--- src/rtl/screen_fb_arbiter_if.sv ---
`default_nettype none
// ============================================================================
// Module      : screen_fb_arbiter_if
// Description : Bundle of the display read port, the CPU bus port and the
//               single-port framebuffer RAM port used by screen_fb_arbiter.
//               slave  : arbiter side (takes requests, drives the RAM)
//               master : requester / RAM side (testbench or system glue)
//               Display : disp_req, disp_addr -> disp_ack, disp_data
//               CPU     : cpu_valid, cpu_we, cpu_addr, cpu_wdata
//                         -> cpu_ready, cpu_rdata
//               RAM     : mem_en, mem_we, mem_addr, mem_wdata <- mem_rdata
// Revision    : 1.0 - initial release
// ============================================================================
interface screen_fb_arbiter_if #(
    parameter int ADDR_W = 12,
    parameter int DATA_W = 18
);
    logic              disp_req;
    logic [ADDR_W-1:0] disp_addr;
    logic              disp_ack;
    logic [DATA_W-1:0] disp_data;

    logic              cpu_valid;
    logic              cpu_we;
    logic [ADDR_W-1:0] cpu_addr;
    logic [DATA_W-1:0] cpu_wdata;
    logic              cpu_ready;
    logic [DATA_W-1:0] cpu_rdata;

    logic              mem_en;
    logic              mem_we;
    logic [ADDR_W-1:0] mem_addr;
    logic [DATA_W-1:0] mem_wdata;
    logic [DATA_W-1:0] mem_rdata;

    modport slave (
        input  disp_req, disp_addr,
        input  cpu_valid, cpu_we, cpu_addr, cpu_wdata,
        input  mem_rdata,
        output disp_ack, disp_data,
        output cpu_ready, cpu_rdata,
        output mem_en, mem_we, mem_addr, mem_wdata
    );

    modport master (
        output disp_req, disp_addr,
        output cpu_valid, cpu_we, cpu_addr, cpu_wdata,
        output mem_rdata,
        input  disp_ack, disp_data,
        input  cpu_ready, cpu_rdata,
        input  mem_en, mem_we, mem_addr, mem_wdata
    );
endinterface
`default_nettype wire

--- src/rtl/screen_fb_arbiter.sv ---
`default_nettype none
// ============================================================================
// Module      : screen_fb_arbiter
// Description : Arbitrates a display scan reader and a CPU bus onto one
//               single-port framebuffer RAM (1-cycle read latency). Every
//               access takes IDLE -> ISSUE -> ACK -> IDLE (3 cycles). Display
//               wins ties, but after MAX_CPU_WAIT consecutive display grants
//               with the CPU waiting, the CPU is granted.
// Ports       : clk   - clock, all state changes on posedge
//               reset - asynchronous active-low reset
//               bus   - screen_fb_arbiter_if.slave (display, CPU, RAM ports)
// Revision    : 1.0 - initial release
// ============================================================================
module screen_fb_arbiter #(
    parameter int ADDR_W       = 12,
    parameter int DATA_W       = 18,
    parameter int MAX_CPU_WAIT = 4
) (
    input  logic               clk,
    input  logic               reset,
    screen_fb_arbiter_if.slave bus
);

    localparam int c_WAIT_W = (MAX_CPU_WAIT < 1) ? 1 : $clog2(MAX_CPU_WAIT + 1);
    localparam logic [c_WAIT_W-1:0] c_WAIT_MAX = c_WAIT_W'(MAX_CPU_WAIT);

    typedef enum logic [2:0] {
        IDLE    = 3'd0,
        ISSUE_D = 3'd1,
        ISSUE_C = 3'd2,
        ACK_D   = 3'd3,
        ACK_C   = 3'd4
    } state_t;

    state_t              r_state;
    state_t              w_state_nxt;

    logic                r_mem_en;
    logic                r_mem_we;
    logic [ADDR_W-1:0]   r_mem_addr;
    logic [DATA_W-1:0]   r_mem_wdata;
    logic                w_mem_en_nxt;
    logic                w_mem_we_nxt;
    logic [ADDR_W-1:0]   w_mem_addr_nxt;
    logic [DATA_W-1:0]   w_mem_wdata_nxt;

    logic [c_WAIT_W-1:0] r_wait_cnt;
    logic [c_WAIT_W-1:0] w_wait_cnt_nxt;

    // Direction of the CPU access in flight, captured at grant so the read
    // data capture does not depend on the requester still holding cpu_we.
    logic                r_cpu_rd;
    logic                w_cpu_rd_nxt;

    logic [DATA_W-1:0]   r_disp_data;
    logic [DATA_W-1:0]   r_cpu_rdata;

    // ------------------------------------------------------------------------
    // Next-state and next-output decode
    // ------------------------------------------------------------------------
    always_comb begin
        w_state_nxt     = r_state;
        w_mem_en_nxt    = 1'b0;
        w_mem_we_nxt    = 1'b0;
        w_mem_addr_nxt  = '0;
        w_mem_wdata_nxt = '0;
        w_wait_cnt_nxt  = r_wait_cnt;
        w_cpu_rd_nxt    = r_cpu_rd;

        case (r_state)
            IDLE: begin
                // CPU goes first when alone or when it has been starved long enough.
                if (bus.cpu_valid && (!bus.disp_req || (r_wait_cnt == c_WAIT_MAX))) begin
                    w_state_nxt     = ISSUE_C;
                    w_mem_en_nxt    = 1'b1;
                    w_mem_we_nxt    = bus.cpu_we;
                    w_mem_addr_nxt  = bus.cpu_addr;
                    w_mem_wdata_nxt = bus.cpu_wdata;
                    w_wait_cnt_nxt  = '0;
                    w_cpu_rd_nxt    = ~bus.cpu_we;
                end else if (bus.disp_req) begin
                    w_state_nxt    = ISSUE_D;
                    w_mem_en_nxt   = 1'b1;
                    w_mem_addr_nxt = bus.disp_addr;
                    if (bus.cpu_valid) begin
                        if (r_wait_cnt != c_WAIT_MAX) begin
                            w_wait_cnt_nxt = r_wait_cnt + 1'b1;
                        end
                    end else begin
                        w_wait_cnt_nxt = '0;
                    end
                end
            end
            ISSUE_D: w_state_nxt = ACK_D;
            ISSUE_C: w_state_nxt = ACK_C;
            ACK_D:   w_state_nxt = IDLE;
            ACK_C:   w_state_nxt = IDLE;
            default: w_state_nxt = IDLE;
        endcase
    end

    // ------------------------------------------------------------------------
    // State register
    // ------------------------------------------------------------------------
    always_ff @(posedge clk or negedge reset) begin
        if (!reset) begin
            r_state <= IDLE;
        end else begin
            r_state <= w_state_nxt;
        end
    end

    // ------------------------------------------------------------------------
    // Registered RAM drive, wait counter and read data
    // ------------------------------------------------------------------------
    always_ff @(posedge clk or negedge reset) begin
        if (!reset) begin
            r_mem_en    <= 1'b0;
            r_mem_we    <= 1'b0;
            r_mem_addr  <= '0;
            r_mem_wdata <= '0;
            r_wait_cnt  <= '0;
            r_cpu_rd    <= 1'b0;
            r_disp_data <= '0;
            r_cpu_rdata <= '0;
        end else begin
            r_mem_en    <= w_mem_en_nxt;
            r_mem_we    <= w_mem_we_nxt;
            r_mem_addr  <= w_mem_addr_nxt;
            r_mem_wdata <= w_mem_wdata_nxt;
            r_wait_cnt  <= w_wait_cnt_nxt;
            r_cpu_rd    <= w_cpu_rd_nxt;
            // RAM data for the access issued last cycle is valid during ACK.
            if (r_state == ACK_D) begin
                r_disp_data <= bus.mem_rdata;
            end
            if ((r_state == ACK_C) && r_cpu_rd) begin
                r_cpu_rdata <= bus.mem_rdata;
            end
        end
    end

    // Ack/ready decode straight from the state register so an asynchronous
    // reset in an ACK state drops them immediately.
    assign bus.disp_ack  = (r_state == ACK_D);
    assign bus.cpu_ready = (r_state == ACK_C);
    assign bus.disp_data = r_disp_data;
    assign bus.cpu_rdata = r_cpu_rdata;
    assign bus.mem_en    = r_mem_en;
    assign bus.mem_we    = r_mem_we;
    assign bus.mem_addr  = r_mem_addr;
    assign bus.mem_wdata = r_mem_wdata;

endmodule
`default_nettype wire

--- src/flat_wrapper.sv ---
// flat-port wrapper written by rule: the top's interface ports become plain ports
module screen_fb_arbiter_flat 
#(
    parameter int ADDR_W       = 12,
    parameter int DATA_W       = 18,
    parameter int MAX_CPU_WAIT = 4
)
  (clk, reset, bus_disp_req, bus_disp_addr, bus_cpu_valid, bus_cpu_we, bus_cpu_addr, bus_cpu_wdata, bus_mem_rdata, bus_disp_ack, bus_disp_data, bus_cpu_ready, bus_cpu_rdata, bus_mem_en, bus_mem_we, bus_mem_addr, bus_mem_wdata);
  screen_fb_arbiter_if #(.ADDR_W(ADDR_W), .DATA_W(DATA_W)) bus_i ();
  input  logic clk;
  input  logic reset;
  input wire logic [$bits(bus_i.disp_req)-1:0] bus_disp_req;
  input wire logic [$bits(bus_i.disp_addr)-1:0] bus_disp_addr;
  input wire logic [$bits(bus_i.cpu_valid)-1:0] bus_cpu_valid;
  input wire logic [$bits(bus_i.cpu_we)-1:0] bus_cpu_we;
  input wire logic [$bits(bus_i.cpu_addr)-1:0] bus_cpu_addr;
  input wire logic [$bits(bus_i.cpu_wdata)-1:0] bus_cpu_wdata;
  input wire logic [$bits(bus_i.mem_rdata)-1:0] bus_mem_rdata;
  output wire logic [$bits(bus_i.disp_ack)-1:0] bus_disp_ack;
  output wire logic [$bits(bus_i.disp_data)-1:0] bus_disp_data;
  output wire logic [$bits(bus_i.cpu_ready)-1:0] bus_cpu_ready;
  output wire logic [$bits(bus_i.cpu_rdata)-1:0] bus_cpu_rdata;
  output wire logic [$bits(bus_i.mem_en)-1:0] bus_mem_en;
  output wire logic [$bits(bus_i.mem_we)-1:0] bus_mem_we;
  output wire logic [$bits(bus_i.mem_addr)-1:0] bus_mem_addr;
  output wire logic [$bits(bus_i.mem_wdata)-1:0] bus_mem_wdata;
  assign bus_i.disp_req = bus_disp_req;
  assign bus_i.disp_addr = bus_disp_addr;
  assign bus_i.cpu_valid = bus_cpu_valid;
  assign bus_i.cpu_we = bus_cpu_we;
  assign bus_i.cpu_addr = bus_cpu_addr;
  assign bus_i.cpu_wdata = bus_cpu_wdata;
  assign bus_i.mem_rdata = bus_mem_rdata;
  assign bus_disp_ack = bus_i.disp_ack;
  assign bus_disp_data = bus_i.disp_data;
  assign bus_cpu_ready = bus_i.cpu_ready;
  assign bus_cpu_rdata = bus_i.cpu_rdata;
  assign bus_mem_en = bus_i.mem_en;
  assign bus_mem_we = bus_i.mem_we;
  assign bus_mem_addr = bus_i.mem_addr;
  assign bus_mem_wdata = bus_i.mem_wdata;
  screen_fb_arbiter #(.ADDR_W(ADDR_W), .DATA_W(DATA_W), .MAX_CPU_WAIT(MAX_CPU_WAIT)) u_core (.clk(clk), .reset(reset), .bus(bus_i));
endmodule
--- config.mk ---
export PLATFORM = sky130hd
export DESIGN_NAME = screen_fb_arbiter_flat
export DESIGN_NICKNAME = d
export VERILOG_FILES = /design/src/rtl/screen_fb_arbiter_if.sv /design/src/rtl/screen_fb_arbiter.sv /design/src/flat_wrapper.sv
export SDC_FILE = /design/constraint.sdc
export NUM_CORES = 1
export LEC_CHECK = 0
export CAP_MARGIN = 20
export CORE_MARGIN = 8
export CORE_UTILIZATION = 35
export CTS_CLUSTER_DIAMETER = 50
export CTS_CLUSTER_SIZE = 28
export DETAILED_ROUTE_END_ITERATION = 8
export PLACE_DENSITY = 0.7
export SLEW_MARGIN = 20
export SYNTH_ARGS = -nofsm -noshare
export SYNTH_HDL_FRONTEND = slang
export SYNTH_SLANG_ARGS = --single-unit
--- constraint.sdc ---
create_clock -name clk -period 2.6 [get_ports clk]
set_input_delay 0.65 -clock clk [delete_from_list [all_inputs] [get_ports clk]]
set_output_delay 0.65 -clock clk [all_outputs]
set_load 0.02 [all_outputs]
==> metrics.txt <==
critical path launch point type register; drt initial violations between 80 and 90; fin crit period ~2.4 ns; Mapped Area about 2900 um^2; Hold-fix buffers, CTS 0; Post-DRT Antenna Nets 0; DIE AREA around 11000 um^2; slowest stage delay, CP 0.67 ns; die height approximately 110 um; warnings from Yosys 0; antenna violations before repair 0; # IOs around 140; number of global-route vias before repair 2360; worst slew pin tran 0.922 ns; setup bufs post-CTS 0; DRT Pass-1 Iters 4; clock sink total between 70 and 80; Clock Path Buffers 2; WP data required 1.95 ns; Initial Util ~36%; Max VDD drop about 420 uV; Final #Nets about 420; Worst Clk Skew approximately 0.012 ns; layout cells sized above 1 around 15%; CP top delay family buffers and inverters; gr ovfl total 0; Crit Path Max Fanout 7; Seq/Total Area, Yosys 65.1%; Setup CP Type register to output pin; Mapped Cells between 200 and 250; Synth cell types 28; WL final approximately 7600 um; Post-Route Setup TNS 0 ns; number of buffers created by CTS 9; fill count 714; Highest Clock Rate between 400 and 500 MHz; per-cell routed wire length 16.7 um; clock-pin slew on the worst setup and hold paths 0.08 ns; DRC 0; Crit-path slowest cell clkdlybuf4s50_1; ant diodes 0; CTS tree yes; Yosys reg bits 75; worst path bufs/invs 1; Critical Path, Cell by Cell nor3b_2, clkdlybuf4s50_1; root buf cell clkbuf_8; R2R Path Start u_core.r_wait_cnt[0]; Syn Nets between 200 and 300; WHS 0.452 ns; source of the critical timing path u_core.r_state[2]; critical path endpoint category output pin; final hold violations 0; RSZ-0062 raised after global routing false; Hold Crit Class input pin to asynchronous set/reset pin; final setup vio count 0; Avg Cell Area, Syn around 14 um^2; Core Util, Final between 50% and 60%; Final Max Slew Viols 0; CTS H-Tree Depth 3; arrival time at the worst endpoint ~1.7 ns; Synth-to-Final Area Change 57.7%; vias around 2200; Die X 107 um; DR vias/cell 4.83; area of the core between 8000 and 9000 um^2; fin crit share 92.0%; leak pwr roughly 2.0 nW; num rows 33; PD cells ~1100 nW/um^2; DP HPWL 5580 um; status finished, final reports clean; CTS-repair resized insts 0; largest net degree at the start of global routing 76; max_cap viols 0; clk_lat worst skew about 0.34 ns; All-Layer GR Usage 13.3%; gp weighted congestion roughly 0.78; Rel. slew slack between 30% and 40%; Buffers on Ports about 130; first-pass GRT wire length roughly 12000 um
==> routing by layer <==
layer	wire, um	vias up	GRT usage (%)
met2	3940	84	23.0
li1	-	1032	-
met5	0	-	0
met1	3080	1088	14.9
met3	518	12	4.80
met4	110	0	4.32
==> through the flow <==
| stage | instances | instance area (um^2) | setup slack [ns] | power, W |
|---|---|---|---|---|
| CTS | 459 | 4540 | 0.189 | 0.00492 |
| floorplan | 212 | 2880 | 0.852 | 0.00291 |
| finish | 459 | 4540 | 0.208 | 0.00485 |
| global route | 459 | 4540 | 0.137 | 0.00514 |
| detailed placement | 443 | 4340 | 0.196 | 0.00402 |
| global placement | 443 | 4340 | 0.282 | 0.00398 |
==> Yosys cell counts <==
master / n / area share, %
o21a_1: 1 / 0.26
mux2_2: 26 / 10
ha_1: 2 / 0.87
and3_1: 19 / 4.1
nor2_1: 2 / 0.26
nand3_1: 15 / 2.6
a22o_1: 1 / 0.30
a21bo_2: 1 / 0.35
nor2b_1: 1 / 0.22
o21ai_0: 15 / 2.6
buf_2: 4 / 0.69
mux2_1: 10 / 3.9
inv_1: 4 / 0.52
buf_6: 1 / 0.39
dfrtp_1: 75 / 65
clkbuf_1: 9 / 1.2
nand4_1: 12 / 2.6
nor3_2: 1 / 0.35
and2_1: 2 / 0.43
nor4b_2: 1 / 0.52
nor3_1: 1 / 0.17
a21oi_1: 2 / 0.35
o211ai_1: 1 / 0.26
nor3b_2: 1 / 0.43
a21boi_0: 1 / 0.26
nor3b_1: 2 / 0.52
nand3b_1: 1 / 0.26
buf_4: 1 / 0.26
==> registers in the layout, summed over array words and instances (netlist names), 3 cells and up <==
register and flops:
u_core.bus.cpu_rdata 18, u_core.r_wait_cnt 3, u_core.bus.mem_addr 12, u_core.bus.mem_wdata 18, u_core.r_state 3, u_core.bus.disp_data 18
==> power breakdown <==
part	total, W	internal [W]	switching [W]
clock network	0.000893	0.000469	0.000423
registers	0.00180	0.00158	0.000222
logic	0.00216	0.00112	0.00105
total	0.00485	0.00316	0.00169
==> cell usage in the layout, fill, tap and decap left out, drive strengths merged, types with 3 or more instances in the layout <==
cell,Yosys,layout
clkbuf,9,10
nor3b,3,3
clkinv,0,4
nand3,15,15
o21ai,15,15
and3,19,19
mux2,36,36
dfrtp,75,75
clkdlybuf4s50,0,133
nand4,12,12
inv,4,4
buf,6,8
==> final timing paths <==
kind | depth (start not counted) | slack (ns) | endpoint
worst min-delay path | 1 | 0.45 | u_core.bus.disp_data[16]
worst min register to register | 2 | 0.49 | u_core.r_cpu_rd
worst max-delay path | 2 | 0.21 | bus_cpu_ready
min in group clk | 2 | 0.49 | u_core.r_cpu_rd
max in group asynchronous | 1 | 1.55 | u_core.r_wait_cnt[0]
worst max register to register | 5 | 0.64 | u_core.bus.mem_addr[10]
==> cells by family after synthesis <==
kind of cell,Yosys count,synth area share (%)
AO/OA/AOI/OAI,22,4.39
adder cells (fa/ha/maj),2,0.868
buffers and inverters,19,3.04
flip-flops,75,65.1
multiplexers,36,14.1
AND/OR/NAND/NOR,58,12.5
==> layout make-up <==
cell class                      instances  area [um^2]  area share (%)
Timing Repair Buffer                  141         1390            30.6
Multi-Input combinational cell        118          926            20.4
Sequential cell                        75         1880            41.3
Clock inverter                          6         65.1            1.43
Inverter                                4         15.0           0.330
Clock buffer                           10          138            3.03
Tap cell                              105          131            2.89
(Power assumes the default switching activity.)
